## config.mk

```make
export PLATFORM = sky130hd
export DESIGN_NAME = multi_pixel_frequency_analyzer
export DESIGN_NICKNAME = d
export VERILOG_FILES = /design/src/rtl/freq_analyzer_pkg.sv /design/src/rtl/pixel_period_classifier.sv /design/src/rtl/multi_pixel_frequency_analyzer.sv
export SDC_FILE = /design/constraint.sdc
export NUM_CORES = 2
export LEC_CHECK = 0
export BUFFER_PORTS_ARGS = -buffer_cell sky130_fd_sc_hd__buf_2
export CORE_UTILIZATION = 30
export DETAILED_ROUTE_END_ITERATION = 16
export SLEW_MARGIN = 20
export SYNTH_ARGS = -nofsm -noshare
export SYNTH_HDL_FRONTEND = slang
export SYNTH_SLANG_ARGS = --single-unit
```

## constraint.sdc

```tcl
create_clock -name clock -period 4.1 [get_ports clock]
set_input_delay 0.615 -clock clock [delete_from_list [all_inputs] [get_ports clock]]
set_output_delay 0.615 -clock clock [all_outputs]
set_load 0.03 [all_outputs]
```

## src/rtl/freq_analyzer_pkg.sv

```systemverilog
// Shared state encoding, register-port opcodes and arithmetic helpers
// for the multi-pixel frequency analyzer.
package freq_analyzer_pkg;

  typedef enum logic [1:0] {
    ST_IDLE  = 2'd0,
    ST_RUN   = 2'd1,
    ST_WRITE = 2'd2,
    ST_DONE  = 2'd3
  } state_e;

  localparam logic [1:0]  REG_OP_NONE  = 2'd0;
  localparam logic [1:0]  REG_OP_WRITE = 2'd2;
  localparam logic [31:0] SAT_MAX      = 32'hFFFF_FFFF;

  // Period in clocks of a tone at (f + dev) Hz; pass a negative dev for the long limit.
  function automatic logic [31:0] period_limit(input longint clk, input longint f, input longint dev);
    longint hz;
    hz = f + dev;
    if (hz <= 0) return SAT_MAX;
    return 32'(clk / hz);
  endfunction

  function automatic logic [31:0] sat_add(input logic [31:0] a, input logic [31:0] b);
    logic [32:0] sum;
    sum = {1'b0, a} + {1'b0, b};
    return sum[32] ? SAT_MAX : sum[31:0];
  endfunction

endpackage

```

## src/rtl/pixel_period_classifier.sv

```systemverilog
// One monitored pixel: binarises it, times the gaps between rising edges
// and accumulates that time into band 0, band 1 or unknown.
module pixel_period_classifier
  import freq_analyzer_pkg::*;
#(
  parameter logic [7:0]  THRESHOLD = 8'hC0,
  parameter logic [31:0] PMIN0     = 32'd0,
  parameter logic [31:0] PMAX0     = 32'd0,
  parameter logic [31:0] PMIN1     = 32'd0,
  parameter logic [31:0] PMAX1     = 32'd0
) (
  input  logic        clock,
  input  logic        reset,
  input  logic        pixel_hit_i,
  input  logic [7:0]  data_i,
  input  logic        run_i,
  input  logic        clr_i,
  output logic [31:0] f0_o,
  output logic [31:0] f1_o,
  output logic [31:0] unk_o
);

  logic        sample_q, sample_d;
  logic        sample_dly_q;
  logic        armed_q, armed_d;
  logic [31:0] period_cnt_q, period_cnt_d;
  logic [31:0] f0_q, f0_d;
  logic [31:0] f1_q, f1_d;
  logic [31:0] unk_q, unk_d;
  logic        rise;
  logic        in_band0;
  logic        in_band1;

  assign rise     = sample_q & ~sample_dly_q;
  assign in_band0 = (period_cnt_q >= PMIN0) && (period_cnt_q <= PMAX0);
  assign in_band1 = (period_cnt_q >= PMIN1) && (period_cnt_q <= PMAX1);

  always_comb begin
    sample_d     = pixel_hit_i ? (data_i >= THRESHOLD) : sample_q;
    armed_d      = armed_q;
    period_cnt_d = period_cnt_q;
    f0_d         = f0_q;
    f1_d         = f1_q;
    unk_d        = unk_q;
    if (clr_i) begin
      armed_d      = 1'b0;
      period_cnt_d = '0;
      f0_d         = '0;
      f1_d         = '0;
      unk_d        = '0;
    end else if (run_i) begin
      if (rise) begin
        // The arming edge only opens the first period.
        if (armed_q) begin
          if (in_band0)      f0_d  = sat_add(f0_q, period_cnt_q);
          else if (in_band1) f1_d  = sat_add(f1_q, period_cnt_q);
          else               unk_d = sat_add(unk_q, period_cnt_q);
        end
        armed_d      = 1'b1;
        period_cnt_d = 32'd1;
      end else if (period_cnt_q != SAT_MAX) begin
        period_cnt_d = period_cnt_q + 32'd1;
      end
    end
  end

  always_ff @(posedge clock) begin
    if (reset) begin
      sample_q     <= 1'b0;
      sample_dly_q <= 1'b0;
      armed_q      <= 1'b0;
      period_cnt_q <= '0;
      f0_q         <= '0;
      f1_q         <= '0;
      unk_q        <= '0;
    end else begin
      sample_q     <= sample_d;
      sample_dly_q <= sample_q;
      armed_q      <= armed_d;
      period_cnt_q <= period_cnt_d;
      f0_q         <= f0_d;
      f1_q         <= f1_d;
      unk_q        <= unk_d;
    end
  end

  assign f0_o  = f0_q;
  assign f1_o  = f1_q;
  assign unk_o = unk_q;

endmodule

```

## src/rtl/multi_pixel_frequency_analyzer.sv

```systemverilog
// N-channel pixel frequency analyzer: per-channel period classifiers plus a
// sequencer that dumps every accumulator over the register port on stop.
//
// state    | meaning
// ST_IDLE  | waiting for start, outputs quiet
// ST_RUN   | channels timing edges and accumulating
// ST_WRITE | accumulators frozen, register writes in progress
// ST_DONE  | write-out complete, irq held
module multi_pixel_frequency_analyzer
  import freq_analyzer_pkg::*;
#(
  parameter int                                CHANNELS            = 3,
  parameter int                                PIXEL_INDEX_W       = 16,
  parameter logic [CHANNELS*PIXEL_INDEX_W-1:0] PIXEL_INDICES       = {16'd1023, 16'd511, 16'd63},
  parameter logic [CHANNELS*32-1:0]            FREQ0_HZ            = {32'd25000, 32'd15000, 32'd5000},
  parameter logic [CHANNELS*32-1:0]            FREQ1_HZ            = {32'd30000, 32'd20000, 32'd10000},
  parameter int                                FREQUENCY_DEVIATION = 20,
  parameter int                                CLOCK_FREQUENCY     = 100000000,
  parameter logic [7:0]                        THRESHOLD           = 8'hC0,
  parameter int                                HOLD_CYCLES         = 4
) (
  input  logic        clock,
  input  logic        reset,
  input  logic [7:0]  data,
  input  logic        data_valid,
  input  logic        line_start,
  input  logic        start,
  input  logic        stop,
  input  logic        clear,
  output logic [1:0]  register_operation,
  output logic [7:0]  register_number,
  output logic [31:0] register_write,
  output logic        busy,
  output logic        irq
);

  localparam int                NUM_REGS  = 3 * CHANNELS;
  localparam int                CH_W      = (CHANNELS > 1) ? $clog2(CHANNELS) : 1;
  localparam int                HOLD_W    = (HOLD_CYCLES > 1) ? $clog2(HOLD_CYCLES) : 1;
  localparam logic [HOLD_W-1:0] HOLD_LOAD = HOLD_W'(HOLD_CYCLES - 1);
  localparam logic [7:0]        LAST_IDX  = 8'(NUM_REGS);

  state_e                   state_q, state_d;
  logic [PIXEL_INDEX_W-1:0] pix_cnt_q, pix_cnt_d;
  logic [PIXEL_INDEX_W-1:0] pix_idx;
  logic [7:0]               idx_q, idx_d;
  logic [CH_W-1:0]          ch_q, ch_d;
  logic [1:0]               sel_q, sel_d;
  logic [HOLD_W-1:0]        hold_q, hold_d;
  logic                     acc_clr;
  logic                     run;
  logic [CHANNELS-1:0]      pixel_hit;
  logic [31:0]              f0_w  [CHANNELS];
  logic [31:0]              f1_w  [CHANNELS];
  logic [31:0]              unk_w [CHANNELS];
  logic [31:0]              value_mux;

  // line_start renumbers the pixel presented in the same cycle as index 0.
  assign pix_idx   = line_start ? '0 : pix_cnt_q;
  assign pix_cnt_d = data_valid ? pix_idx + PIXEL_INDEX_W'(1) : pix_cnt_q;
  assign run       = (state_q == ST_RUN);

  for (genvar ch = 0; ch < CHANNELS; ch++) begin : g_ch
    localparam logic [31:0] F0    = FREQ0_HZ[ch*32 +: 32];
    localparam logic [31:0] F1    = FREQ1_HZ[ch*32 +: 32];
    localparam logic [31:0] PMIN0 = period_limit(longint'(CLOCK_FREQUENCY), longint'(F0),
                                                 longint'(FREQUENCY_DEVIATION));
    localparam logic [31:0] PMAX0 = period_limit(longint'(CLOCK_FREQUENCY), longint'(F0),
                                                 -longint'(FREQUENCY_DEVIATION));
    localparam logic [31:0] PMIN1 = period_limit(longint'(CLOCK_FREQUENCY), longint'(F1),
                                                 longint'(FREQUENCY_DEVIATION));
    localparam logic [31:0] PMAX1 = period_limit(longint'(CLOCK_FREQUENCY), longint'(F1),
                                                 -longint'(FREQUENCY_DEVIATION));

    assign pixel_hit[ch] = data_valid &&
                           (pix_idx == PIXEL_INDICES[ch*PIXEL_INDEX_W +: PIXEL_INDEX_W]);

    pixel_period_classifier #(
      .THRESHOLD (THRESHOLD),
      .PMIN0     (PMIN0),
      .PMAX0     (PMAX0),
      .PMIN1     (PMIN1),
      .PMAX1     (PMAX1)
    ) u_cls (
      .clock       (clock),
      .reset       (reset),
      .pixel_hit_i (pixel_hit[ch]),
      .data_i      (data),
      .run_i       (run),
      .clr_i       (acc_clr),
      .f0_o        (f0_w[ch]),
      .f1_o        (f1_w[ch]),
      .unk_o       (unk_w[ch])
    );
  end

  always_comb begin
    state_d = state_q;
    idx_d   = idx_q;
    ch_d    = ch_q;
    sel_d   = sel_q;
    hold_d  = hold_q;
    acc_clr = 1'b0;
    case (state_q)
      ST_IDLE: begin
        if (start) begin
          state_d = ST_RUN;
          acc_clr = 1'b1;
        end
      end
      ST_RUN: begin
        // start beats a coincident stop: a restart, not a write-out.
        if (clear) begin
          state_d = ST_IDLE;
        end else if (start) begin
          acc_clr = 1'b1;
        end else if (stop) begin
          state_d = ST_WRITE;
          idx_d   = 8'd1;
          ch_d    = '0;
          sel_d   = 2'd0;
          hold_d  = HOLD_LOAD;
        end
      end
      ST_WRITE: begin
        if (clear) begin
          state_d = ST_IDLE;
        end else if (hold_q != '0) begin
          hold_d = hold_q - HOLD_W'(1);
        end else if (idx_q == LAST_IDX) begin
          state_d = ST_DONE;
        end else begin
          idx_d  = idx_q + 8'd1;
          hold_d = HOLD_LOAD;
          if (sel_q == 2'd2) begin
            sel_d = 2'd0;
            ch_d  = ch_q + CH_W'(1);
          end else begin
            sel_d = sel_q + 2'd1;
          end
        end
      end
      ST_DONE: begin
        if (clear) begin
          state_d = ST_IDLE;
        end else if (start) begin
          state_d = ST_RUN;
          acc_clr = 1'b1;
        end
      end
      default: state_d = ST_IDLE;
    endcase
  end

  always_comb begin
    case (sel_q)
      2'd0:    value_mux = f0_w[ch_q];
      2'd1:    value_mux = f1_w[ch_q];
      default: value_mux = unk_w[ch_q];
    endcase
    register_operation = REG_OP_NONE;
    register_number    = 8'd0;
    register_write     = 32'd0;
    if (state_q == ST_WRITE) begin
      register_operation = REG_OP_WRITE;
      register_number    = idx_q;
      register_write     = value_mux;
    end
  end

  assign busy = (state_q != ST_IDLE);
  assign irq  = (state_q == ST_DONE);

  always_ff @(posedge clock) begin
    if (reset) begin
      state_q   <= ST_IDLE;
      pix_cnt_q <= '0;
      idx_q     <= '0;
      ch_q      <= '0;
      sel_q     <= '0;
      hold_q    <= '0;
    end else begin
      state_q   <= state_d;
      pix_cnt_q <= pix_cnt_d;
      idx_q     <= idx_d;
      ch_q      <= ch_d;
      sel_q     <= sel_d;
      hold_q    <= hold_d;
    end
  end

endmodule

```

==> reports/results.ini <==
[power_and_ir_drop]
p_int_mw=7.084
p_switching_mw=2.156
power_density_nw_per_um2=256.1
p_leak_nw=14.76
swShare_pct=23.34
seqPwrFrac_pct=44.9
p_clk_share_pct=52.8
p_comb_share_pct=2.4
peakVddDrop_mv=0.2607

[global_routing]
overflow=0
grt_pass1_vias=27570
globalRouteTotalUtil_pct=18.85
antenna_found_initial=4
grt_pass1_wl_um=162500
grt_max_degree=131

[critical_path]
worst_setup_path_end_kind=register
crit_chain=ha_1 > fa_1 > a21o_1 > a21o_1 > a211oi_1 > o21ai_1 > a41oi_1 > o21ai_1 > a31o_2 > a211oi_1 > a31o_2 > buf_12 > a21oi_1
critical_path.max_stage_delay_ps=450
timing.rr.start=g_ch[2].u_cls.period_cnt_q[0]$_SDFFE_PP0P_
required_ps=4590
worst-endpoint-arrival_ps=4300
cp_max_fo=32
r2r-end=g_ch[2].u_cls.unk_o[5]$_SDFFE_PP0P_
cpMaxStageDelayCell=a41oi_1
reg2reg_slack_ps=290
path_class=register to register
reg2reg_depth=13
start_kind=register

[worst_hold_path]
hold_path_depth=2
min_path_type=input port to register
worstHoldEndpoint=state_q[1]$_SDFFE_PP0P_
worstHoldStart=clear

[timing]
setup_violations=0
min_period_ps=3809
fmaxAchievable_mhz=262.5
drv_slew=0
tightest_slew_ps=1104
rsz0062_at_grt=false
relSlewSlack_pct=26.30
hold_viol=0
setup-tns-final_ps=0
fin_ws_ps=291.1
post-route-period-util_pct=92.90
fin_skew_ps=20.55

[synthesis]
syn_avg_cell_area_um2=7.883
async_reset_ff_share_pct=0
synth.area.top_cells=dfxtp_1 26%, ha_1 12%, a21oi_1 9.0%
seq_area_frac_synth_pct=26.33
synth_top_area_cell=dfxtp_1
yosys-top-cells-count=583 x a21oi_1, 494 x o21ai_0, 425 x dfxtp_1
synth_cells=4099
synth_cell_type_count=92
synth_most_common_cell=a21oi_1
ys_ff_latch=425
synthFlopType=dfxtp_1
syn_area_um2=32310
synth_top_area_share_pct=26.33
yosys_warnings=0
synth_edf_count=0
syn_nets=4422

[floorplan]
start_util_pct=30.23
die_h_um=330.2
floorplan.die_area_um2=109000
io_pins=59
core_area_um2=106900
die_x_um=330.2
rows=120

[run_status]
outcome=complete, no violations

[placement]
place.gp.congestion=0.9266
port_buffers=51
place_hpwl_um=80620
dp_slack_ps=345.4

[route]
drt_iter0_drc=2404
num_vias=30310
dr.pass1.iters=6
drc=0
wl_um=105900
wl_per_cell_um=19.18
antenna_left=0
viasPerCell=5.490

[cts]
post_cts_buffers=0
cts_tree=built
htree_num_levels=2
numCtsBuffers=52
clk_pin_slew_worst_paths_ps=60
cts_resized=0
cts_buffer_depth=3
ctsHoldBuffers=0
clk_latency_ps=620
root_buffer=clkbuf_16
cts_sinks=425

[finish]
postLayoutCoreUtil_pct=33.75
fin_nets=4398
synthToLayoutAreaGrowth_pct=11.66
drive_gt1_share_pct=6.876

[job]
drv_cap=0

## through the flow
stage                     area (µm²)  hold slack, ps  total power, mW  cells
final                          36080           261.0            9.240   5521
after floorplan                32310           440.2            4.367   4099
after global routing           36070           272.8            9.538   5519
after global placement         34280           456.3            4.450   5424
after detailed placement       34280           458.8            4.454   5424
after CTS                      36070           234.9            9.341   5519
## power groups by stage
| stage | clock network (mW) | registers [mW] | logic [mW] |
|---|---|---|---|
| 6_report | 4.87 | 4.14 | 0.220 |
| 5_1_grt | 5.16 | 4.14 | 0.240 |
| 4_1_cts | 4.98 | 4.14 | 0.219 |
| 3_5_place_dp | 0 | 4.24 | 0.218 |
| 3_3_place_gp | 0 | 4.24 | 0.215 |
| 2_1_floorplan | 0 | 4.24 | 0.132 |
## layout make-up
class	count	area [µm²]
fillers	11180	70820
multi-input cells	3368	22700
diodes	2	5.005
clock inverters	23	267.8
well taps	1403	1755
repair buffers	118	908.4
inverters	110	412.9
clock buffers	72	1516
flip-flops and latches	425	8516
## worst max-delay path by stage
stage,startpoint,cells after the start,slack [ps],endpoint
3_3_place_gp,g_ch[1].u_cls.period_cnt_q[0]$_SDFFE_PP0P_,13,340,g_ch[1].u_cls.f1_o[2]$_SDFFE_PP0P_
3_5_place_dp,g_ch[1].u_cls.period_cnt_q[0]$_SDFFE_PP0P_,13,350,g_ch[1].u_cls.f1_o[7]$_SDFFE_PP0P_
2_1_floorplan,g_ch[1].u_cls.period_cnt_q[0]$_SDFFE_PP0P_,12,700,g_ch[1].u_cls.unk_o[1]$_SDFFE_PP0P_
5_1_grt,g_ch[0].u_cls.period_cnt_q[0]$_SDFFE_PP0P_,13,30,g_ch[0].u_cls.unk_o[5]$_SDFFE_PP0P_
4_1_cts,g_ch[1].u_cls.period_cnt_q[0]$_SDFFE_PP0P_,13,320,g_ch[1].u_cls.f1_o[7]$_SDFFE_PP0P_
6_report,g_ch[2].u_cls.period_cnt_q[0]$_SDFFE_PP0P_,13,290,g_ch[2].u_cls.unk_o[5]$_SDFFE_PP0P_
## registers in the layout, summed over array words and instances, names as in the netlist
signal                   cells
g_ch.u_cls.f0_o             96
g_ch.u_cls.f1_o             96
g_ch.u_cls.period_cnt_q     96
g_ch.u_cls.unk_o            96
pix_cnt_q                   16
idx_q                        8
g_ch.u_cls.armed_q           3
g_ch.u_cls.sample_dly_q      3
g_ch.u_cls.sample_q          3
ch_q                         2
hold_q                       2
sel_q                        2
state_q                      2
## per-layer routing
metal  wire [µm]  up-vias  track usage (%)
met5           0        -                0
met4        4726        0            8.175
met3        5662      166            2.384
met2       47700      743            30.76
met1       47800    14280            24.83
li1            -    15120                -
## placed cells by master, fill, tap and decap left out, types with 27 or more instances in the layout
master,n
o21ai_0,491
and2_1,37
and4_1,41
a31oi_1,41
mux2i_1,102
xor2_1,180
xnor2_1,150
nor3_1,55
a211oi_1,32
clkbuf_16,52
nand4_1,54
a21o_1,150
nor2_1,286
and3_1,44
buf_2,51
nor4_1,28
nand3_1,97
nand2_1,210
nor2b_1,32
or3_1,27
o221ai_1,37
nand2b_1,47
dfxtp_1,423
o21bai_1,34
a21oi_1,582
buf_4,55
ha_1,299
o21a_1,50
inv_1,110
## worst max-delay path, delay by kind of cell, from the launching register on
kind,cells,cell delay [ps]
AO/OA/AOI/OAI,10,2400
adder cells (fa/ha/maj),2,660
buffers and inverters,1,200
flip-flops,1,390
## logic make-up after synthesis
family | count (synthesis) | share of synthesized area [%]
xor+xnor | 330 | 8.945
fa+ha+maj | 308 | 12.14
simple gates | 1013 | 15.75
buf+inv | 306 | 3.744
other cells | 1 | 0.01161
mux | 104 | 3.264
flops | 425 | 26.33
compound gates | 1612 | 29.82
(Power assumes the default switching activity.)
